File: src/rtl/mx_arith_pkg.sv
// Shared fixed-point arithmetic helpers for the log2 pipeline and the companion antilog LUT.
// Holds the default ROM address width, the ROM-entry generator and the saturation bounds.
package mx_arith_pkg;

  localparam int MX_LUT_W = 6;

  // Working precision of the repeated-squaring log2 evaluation.
  localparam int LOG2_PREC = 60;

  // round-half-up(log2(1 + idx/2^lut_w) * 2^f). First the f+1 fraction bits of
  // log2 are extracted by repeated squaring, then the extra bit is used for rounding.
  function automatic int log2_frac_entry(input int idx, input int lut_w, input int f);
    logic [127:0] y;
    int           acc;
    y   = 128'(idx + (1 << lut_w)) << (LOG2_PREC - lut_w);
    acc = 0;
    for (int k = 0; k <= f; k++) begin
      y   = (y * y) >> LOG2_PREC;
      acc = acc << 1;
      if (y[LOG2_PREC+1]) begin
        acc = acc | 1;
        y   = y >> 1;
      end
    end
    return (acc + 1) >>> 1;
  endfunction

  function automatic int sat_hi(input int w);
    return (1 << (w - 1)) - 1;
  endfunction

  function automatic int sat_lo(input int w);
    return -(1 << (w - 1));
  endfunction

endpackage

File: src/rtl/log2_frac_lut.sv
// Combinational fraction ROM: log2(1 + addr/2^LUT_W) scaled by 2^F.
// Contents are computed at elaboration from the shared package generator.
module log2_frac_lut
  import mx_arith_pkg::*;
#(
  parameter int LUT_W = MX_LUT_W,
  parameter int F     = 4
) (
  input  logic [LUT_W-1:0] i_addr,
  output logic [F:0]       o_frac
);

  // One extra bit: entries near the top of the mantissa range round up to 2^F.
  logic [F:0] w_rom [2**LUT_W];

  for (genvar g = 0; g < 2**LUT_W; g++) begin : g_rom
    assign w_rom[g] = (F+1)'(log2_frac_entry(g, LUT_W, F));
  end

  assign o_frac = w_rom[i_addr];

endmodule

File: src/rtl/mx_log2_pipe.sv
// Three-stage log2 pipeline for unsigned fixed-point input with valid/ready flow control:
// S1 leading-one detect + mantissa extract, S2 fraction ROM lookup, S3 assemble and saturate.
module mx_log2_pipe
  import mx_arith_pkg::*;
#(
  parameter int DATA_IN_0_PRECISION_0  = 10,
  parameter int DATA_IN_0_PRECISION_1  = 8,
  parameter int DATA_OUT_0_PRECISION_0 = 8,
  parameter int DATA_OUT_0_PRECISION_1 = 4,
  parameter int LUT_W                  = MX_LUT_W
) (
  input  logic                              clk,
  input  logic                              rst_n,
  input  logic [DATA_IN_0_PRECISION_0-1:0]  data_in_0,
  input  logic                              data_in_0_valid,
  output logic                              data_in_0_ready,
  output logic [DATA_OUT_0_PRECISION_0-1:0] data_out_0,
  output logic                              data_out_0_zero,
  output logic                              data_out_0_valid,
  input  logic                              data_out_0_ready
);

  localparam int W_IN    = DATA_IN_0_PRECISION_0;
  localparam int FRAC_IN = DATA_IN_0_PRECISION_1;
  localparam int W_OUT   = DATA_OUT_0_PRECISION_0;
  localparam int F       = DATA_OUT_0_PRECISION_1;
  localparam int PW      = $clog2(W_IN);
  localparam int FW      = (PW > $clog2(FRAC_IN + 1)) ? PW : $clog2(FRAC_IN + 1);
  localparam int AW_MIN  = FW + F + 3;
  localparam int AW      = (AW_MIN > W_OUT + 1) ? AW_MIN : W_OUT + 1;

  localparam logic signed [AW-1:0] SAT_HI = AW'(sat_hi(W_OUT));
  localparam logic signed [AW-1:0] SAT_LO = AW'(sat_lo(W_OUT));
  localparam logic signed [AW-1:0] FRAC_S = AW'(FRAC_IN);

  logic w_ld1, w_ld2, w_ld3;

  logic [PW-1:0]    w_p;
  logic             w_zero;
  logic [LUT_W-1:0] w_addr;

  logic             r1_valid;
  logic             r1_zero;
  logic [PW-1:0]    r1_p;
  logic [LUT_W-1:0] r1_addr;

  logic [F:0]       w_frac;

  logic             r2_valid;
  logic             r2_zero;
  logic [PW-1:0]    r2_p;
  logic [F:0]       r2_frac;

  logic signed [AW-1:0] w_exp;
  logic signed [AW-1:0] w_sum;
  logic [W_OUT-1:0]     w_res;

  logic             r3_valid;
  logic             r3_zero;
  logic [W_OUT-1:0] r3_data;

  // A stage may load when empty or when its occupant moves on this same cycle.
  assign w_ld3           = !r3_valid || data_out_0_ready;
  assign w_ld2           = !r2_valid || w_ld3;
  assign w_ld1           = !r1_valid || w_ld2;
  assign data_in_0_ready = w_ld1;

  always_comb begin
    // NOTE: default before the loop so no path leaves w_p unassigned (no latch).
    w_p = '0;
    for (int i = 0; i < W_IN; i++) begin
      if (data_in_0[i]) w_p = PW'(i);
    end
  end

  assign w_zero = (data_in_0 == '0);

  // Bits directly below the leading one, MSB first; missing positions read as 0.
  always_comb begin
    w_addr = '0;
    for (int k = 0; k < LUT_W; k++) begin
      if (int'(w_p) > k) w_addr[LUT_W-1-k] = data_in_0[w_p - PW'(k) - PW'(1)];
    end
  end

  // NOTE: non-blocking so every stage samples its predecessor's pre-edge value.
  // NOTE: datapath registers are reset too, so outputs read 0 during reset.
  always_ff @(posedge clk or negedge rst_n) begin
    if (!rst_n) begin
      r1_valid <= 1'b0;
      r1_zero  <= 1'b0;
      r1_p     <= '0;
      r1_addr  <= '0;
    end else if (w_ld1) begin
      r1_valid <= data_in_0_valid;
      if (data_in_0_valid) begin
        r1_zero <= w_zero;
        r1_p    <= w_p;
        r1_addr <= w_addr;
      end
    end
  end

  log2_frac_lut #(
    .LUT_W (LUT_W),
    .F     (F)
  ) u_lut (
    .i_addr (r1_addr),
    .o_frac (w_frac)
  );

  always_ff @(posedge clk or negedge rst_n) begin
    if (!rst_n) begin
      r2_valid <= 1'b0;
      r2_zero  <= 1'b0;
      r2_p     <= '0;
      r2_frac  <= '0;
    end else if (w_ld2) begin
      r2_valid <= r1_valid;
      if (r1_valid) begin
        r2_zero <= r1_zero;
        r2_p    <= r1_p;
        r2_frac <= w_frac;
      end
    end
  end

  assign w_exp = $signed(AW'(r2_p)) - FRAC_S;
  assign w_sum = (w_exp <<< F) + $signed(AW'(r2_frac));

  always_comb begin
    w_res = w_sum[W_OUT-1:0];
    if (r2_zero)             w_res = SAT_LO[W_OUT-1:0];
    else if (w_sum > SAT_HI) w_res = SAT_HI[W_OUT-1:0];
    else if (w_sum < SAT_LO) w_res = SAT_LO[W_OUT-1:0];
  end

  always_ff @(posedge clk or negedge rst_n) begin
    if (!rst_n) begin
      r3_valid <= 1'b0;
      r3_zero  <= 1'b0;
      r3_data  <= '0;
    end else if (w_ld3) begin
      r3_valid <= r2_valid;
      if (r2_valid) begin
        r3_zero <= r2_zero;
        r3_data <= w_res;
      end
    end
  end

  assign data_out_0       = r3_data;
  assign data_out_0_zero  = r3_zero;
  assign data_out_0_valid = r3_valid;

endmodule

File: config.mk
export PLATFORM = sky130hd
export DESIGN_NAME = mx_log2_pipe
export DESIGN_NICKNAME = d
export VERILOG_FILES = /design/src/rtl/mx_arith_pkg.sv /design/src/rtl/log2_frac_lut.sv /design/src/rtl/mx_log2_pipe.sv
export SDC_FILE = /design/constraint.sdc
export NUM_CORES = 1
export LEC_CHECK = 0
export BUFFER_PORTS_ARGS = -buffer_cell sky130_fd_sc_hd__buf_2
export CORE_ASPECT_RATIO = 0.8
export CORE_UTILIZATION = 54
export CTS_CLUSTER_SIZE = 8
export DETAILED_ROUTE_END_ITERATION = 8
export PLACE_DENSITY = 0.84
export RECOVER_POWER = 25
export SLEW_MARGIN = 20
export SYNTH_ARGS = -nofsm -noshare
export SYNTH_HDL_FRONTEND = slang
export SYNTH_SLANG_ARGS = --single-unit
File: constraint.sdc
create_clock -name clk -period 1.8 [get_ports clk]
set_input_delay 0.27 -clock clk [delete_from_list [all_inputs] [get_ports clk]]
set_output_delay 0.27 -clock clk [all_outputs]
set_load 0.02 [all_outputs]
==> key figures <==
Clocking
  • Later-pin clock latency in the skew report: 290 ps
  • TritonCTS clock tree: built
  • Clock-pin transition on the worst setup and hold timing paths: 70 ps
  • Number of clock buffers inserted by TritonCTS: 5
  • CTS Root Buffer Type: clkbuf_8
  • Deepest clock path buffer count: 2
  • H-tree levels: 2
  • Sinks on the clock net: 33

Worst setup path
  • Slowest Stage Delay on Critical Path: 310 ps
  • CP Launch Type: primary input
  • Maximum net fanout on the critical path: 3
  • Beginning of the critical path: data_in_0[5]
  • Data arrival time of the worst path: 2360 ps
  • Critical path capture point type: register
  • Data required time of the worst path: 1980 ps
  • Beginning of the worst register-to-register path: data_out_0_valid
  • Slowest-stage cell, CP: mux2i_2
  • Cells along the critical path: buf_6, nor2b_4, o21a_1, nor3_4, buf_6, ha_4, xor2_4, buf_12, xnor2_4, mux2i_2, a221oi_2, a31o_1
  • Most used cell, CP: buf_6
  • Count of buffer and inverter cells on the critical path: 3
  • Cell class contributing the biggest share of worst-path delay: compound AO/OA/AOI/OAI gates
  • Critical path class: in2reg

Logic synthesis
  • Yosys reg bits: 33
  • Count of cell types in the netlist: 69
  • Top post-synthesis cells by area: dfrtp_1 (30%), ha_1 (7.7%), nand2_1 (4.8%)
  • Share of the synthesized area in the top cell type: 30.0%
  • Mapped Avg Cell Area: 8.75 um^2
  • Most area-hungry cell type in the Yosys netlist: dfrtp_1
  • EDFF count, synth: 0
  • Register area share after synthesis: 30.0%
  • Synth top cells by count: nand2_1 (35), dfrtp_1 (33), a21oi_1 (25), o21ai_0 (25), nor2_1 (24)
  • Post-synthesis async set-or-reset flop share: 100%
  • Flip-flop cell with the highest count after synthesis: dfrtp_1
  • YS warnings: 0
  • Cell count after synthesis: 315
  • Syn_nets: 346
  • Post-synth design cell area: 2760 um^2
  • Most common cell in the synthesized netlist: nand2_1

Layout
  • Fraction of final layout cells with drive strength greater than 1: 40.9%
  • Share of the core filled with cells in the final layout: 83.0%
  • Area delta synth->final: 42.6%
  • Post-layout nets: 443
  • Inserted Diodes: 0

Timing
  • Final Max Tran Viols: 0
  • Skew final: 4.44 ps
  • Post-layout minimum cycle time: 2180 ps
  • Final setup viols: 5
  • Setup repair after global routing missed its margin: yes
  • Slew of the pin with the lowest slew margin: 807 ps
  • Slew margin rel.: 46.2%
  • Worst setup slack after layout: -375 ps
  • Max frequency: 460 MHz
  • Final cycle utilization of the critical path: 121%
  • Hold Violations, Final: 0

Die
  • Initial cell density of the core: 58.2%
  • Die ar.: 5390 um^2
  • Boundary pin count: 25
  • Floorplan Core Area: 4730 um^2
  • Cell row count: 22
  • Chip Width: 81.9 um
  • Die height: 65.9 um

Detailed routing
  • Post-DRT Antenna Nets: 0
  • Sum of routed wire segments on met1: 3680 um
  • Count of TritonRoute iterations in the first routing pass: 5
  • Met3 wire length: 706 um
  • Iteration-0 DRC count of the detailed router: 210
  • Average routed wire per standard cell: 19.3 um
  • Wire length on met2: 4370 um
  • Via Count: 2953
  • DR top layer: met4
  • Total Wirelength: 9140 um
  • Ratio of routed vias to standard cells: 6.24
  • # DRC: 0

GRT
  • GRT overflow: 0
  • Overall global routing resource usage: 34.9%
  • Via count of the first global-routing pass: 2966
  • Initial antenna violation count: 0
  • Pin count of the biggest net entering global routing: 34
  • First-pass GRT wire length: 14000 um

Power
  • Post-layout power: 3.18 mW
  • Power per cell area: 810 nW/um^2
  • Largest voltage drop on the vdd net: 726 uV
  • Static leakage: 1.76 nW

Run status
  • Result of the run: finished, violations left
  • Violations in the final reports: negative setup slack

Placed design
  • Half-perimeter wire length of the detailed placement result: 5930 um
  • Routability Congestion: 0.927
  • Buffers on Ports: 24

Hold path
  • Class of the most critical hold timing path: in2async

Run
  • Max Cap Violations: 0
cell families after synthesis:
kind of cell	count (synthesis)	synth area share, %
simple gates	108	20.0
compound gates	95	22.2
buf+inv	34	6.81
flops	33	30.0
fa+ha+maj	19	8.45
mux	15	6.72
xor+xnor	11	5.81
worst register-to-register path, delay by kind of cell, from the launching register on:
kind | cells | cell delay, ps
AO/OA/AOI/OAI | 3 | 910
flip-flops | 1 | 430
AND/OR/NAND/NOR | 2 | 440
metrics by stage:
step	instances	cell area [um^2]	setup slack, ps	TNS (ps)	hold slack [ps]
4_1_cts	471	3840	-267	-835	56.4
2_1_floorplan	315	2850	-662	-2250	-25.6
3_5_place_dp	447	3430	-715	-3270	368
3_3_place_gp	447	3430	-644	-2930	367
6_report	473	3930	-375	-1070	58.6
5_1_grt	473	3930	-415	-1310	121
routing by layer:
layer,global-route usage (%),vias to the layer above
met5,0,-
met4,18.4,0
met3,10.2,40
met2,56.4,142
met1,41.6,1433
li1,-,1338
sequential cells by signal, indices dropped and copies added (netlist names):
signal,flops
data_out_0_zero,1
data_out_0,8
r2_frac,5
r1_addr,6
r2_valid,1
r1_valid,1
r2_p,4
r1_p,4
r2_zero,1
r1_zero,1
data_out_0_valid,1
worst paths after layout:
path / endpoint / slack [ps] / cells past startpoint
max reg2reg: r1_addr[4] / -40 / 5
max: r1_addr[4] / -380 / 12
min in group clk: r1_valid / 180 / 2
min reg2reg: data_out_0[6] / 490 / 2
min: r1_addr[4] / 60 / 1
max in group asynchronous: r2_frac[3] / 1240 / 1
report_power, final:
part | leakage [nW] | total, mW | internal, mW | switching, mW
logic | 1.29 | 1.42 | 0.665 | 0.751
clock network | 0.0543 | 0.709 | 0.414 | 0.295
registers | 0.416 | 1.06 | 0.909 | 0.148
total | 1.76 | 3.18 | 1.99 | 1.19
cell usage in the layout, fill, tap and decap left out, drive strengths merged, types with 3 or more instances in the layout:
cell type | Yosys | routed
nor2 | 24 | 24
mux2 | 8 | 8
nand2b | 9 | 9
xnor2 | 8 | 8
inv | 14 | 14
or3 | 3 | 3
or2 | 3 | 3
nor2b | 4 | 4
clkbuf | 10 | 6
xor2 | 3 | 3
and2 | 3 | 3
dfrtp | 33 | 33
a21oi | 25 | 25
o21ai | 30 | 30
ha | 17 | 17
nor3 | 8 | 8
a31oi | 6 | 6
o31ai | 4 | 4
nand2 | 35 | 35
buf | 9 | 108
nand3 | 6 | 6
mux2i | 5 | 5
a221oi | 3 | 3
timing repair:
item / CTS / global route
hold buffers: 0 / 0
buffers inserted: 17 / 2
pin swaps: 19 / 10
setup endpoints to repair: 5 / 6
gates resized for setup: 41 / 19
layout make-up:
class,count,area (um^2)
multi-input cells,248,1970
repair buffers,109,863
flip-flops and latches,33,826
fillers,252,805
inverters,15,78.8
well taps,60,75.1
clock buffers,5,68.8
clock inverters,3,46.3
(Power assumes the default switching activity.)
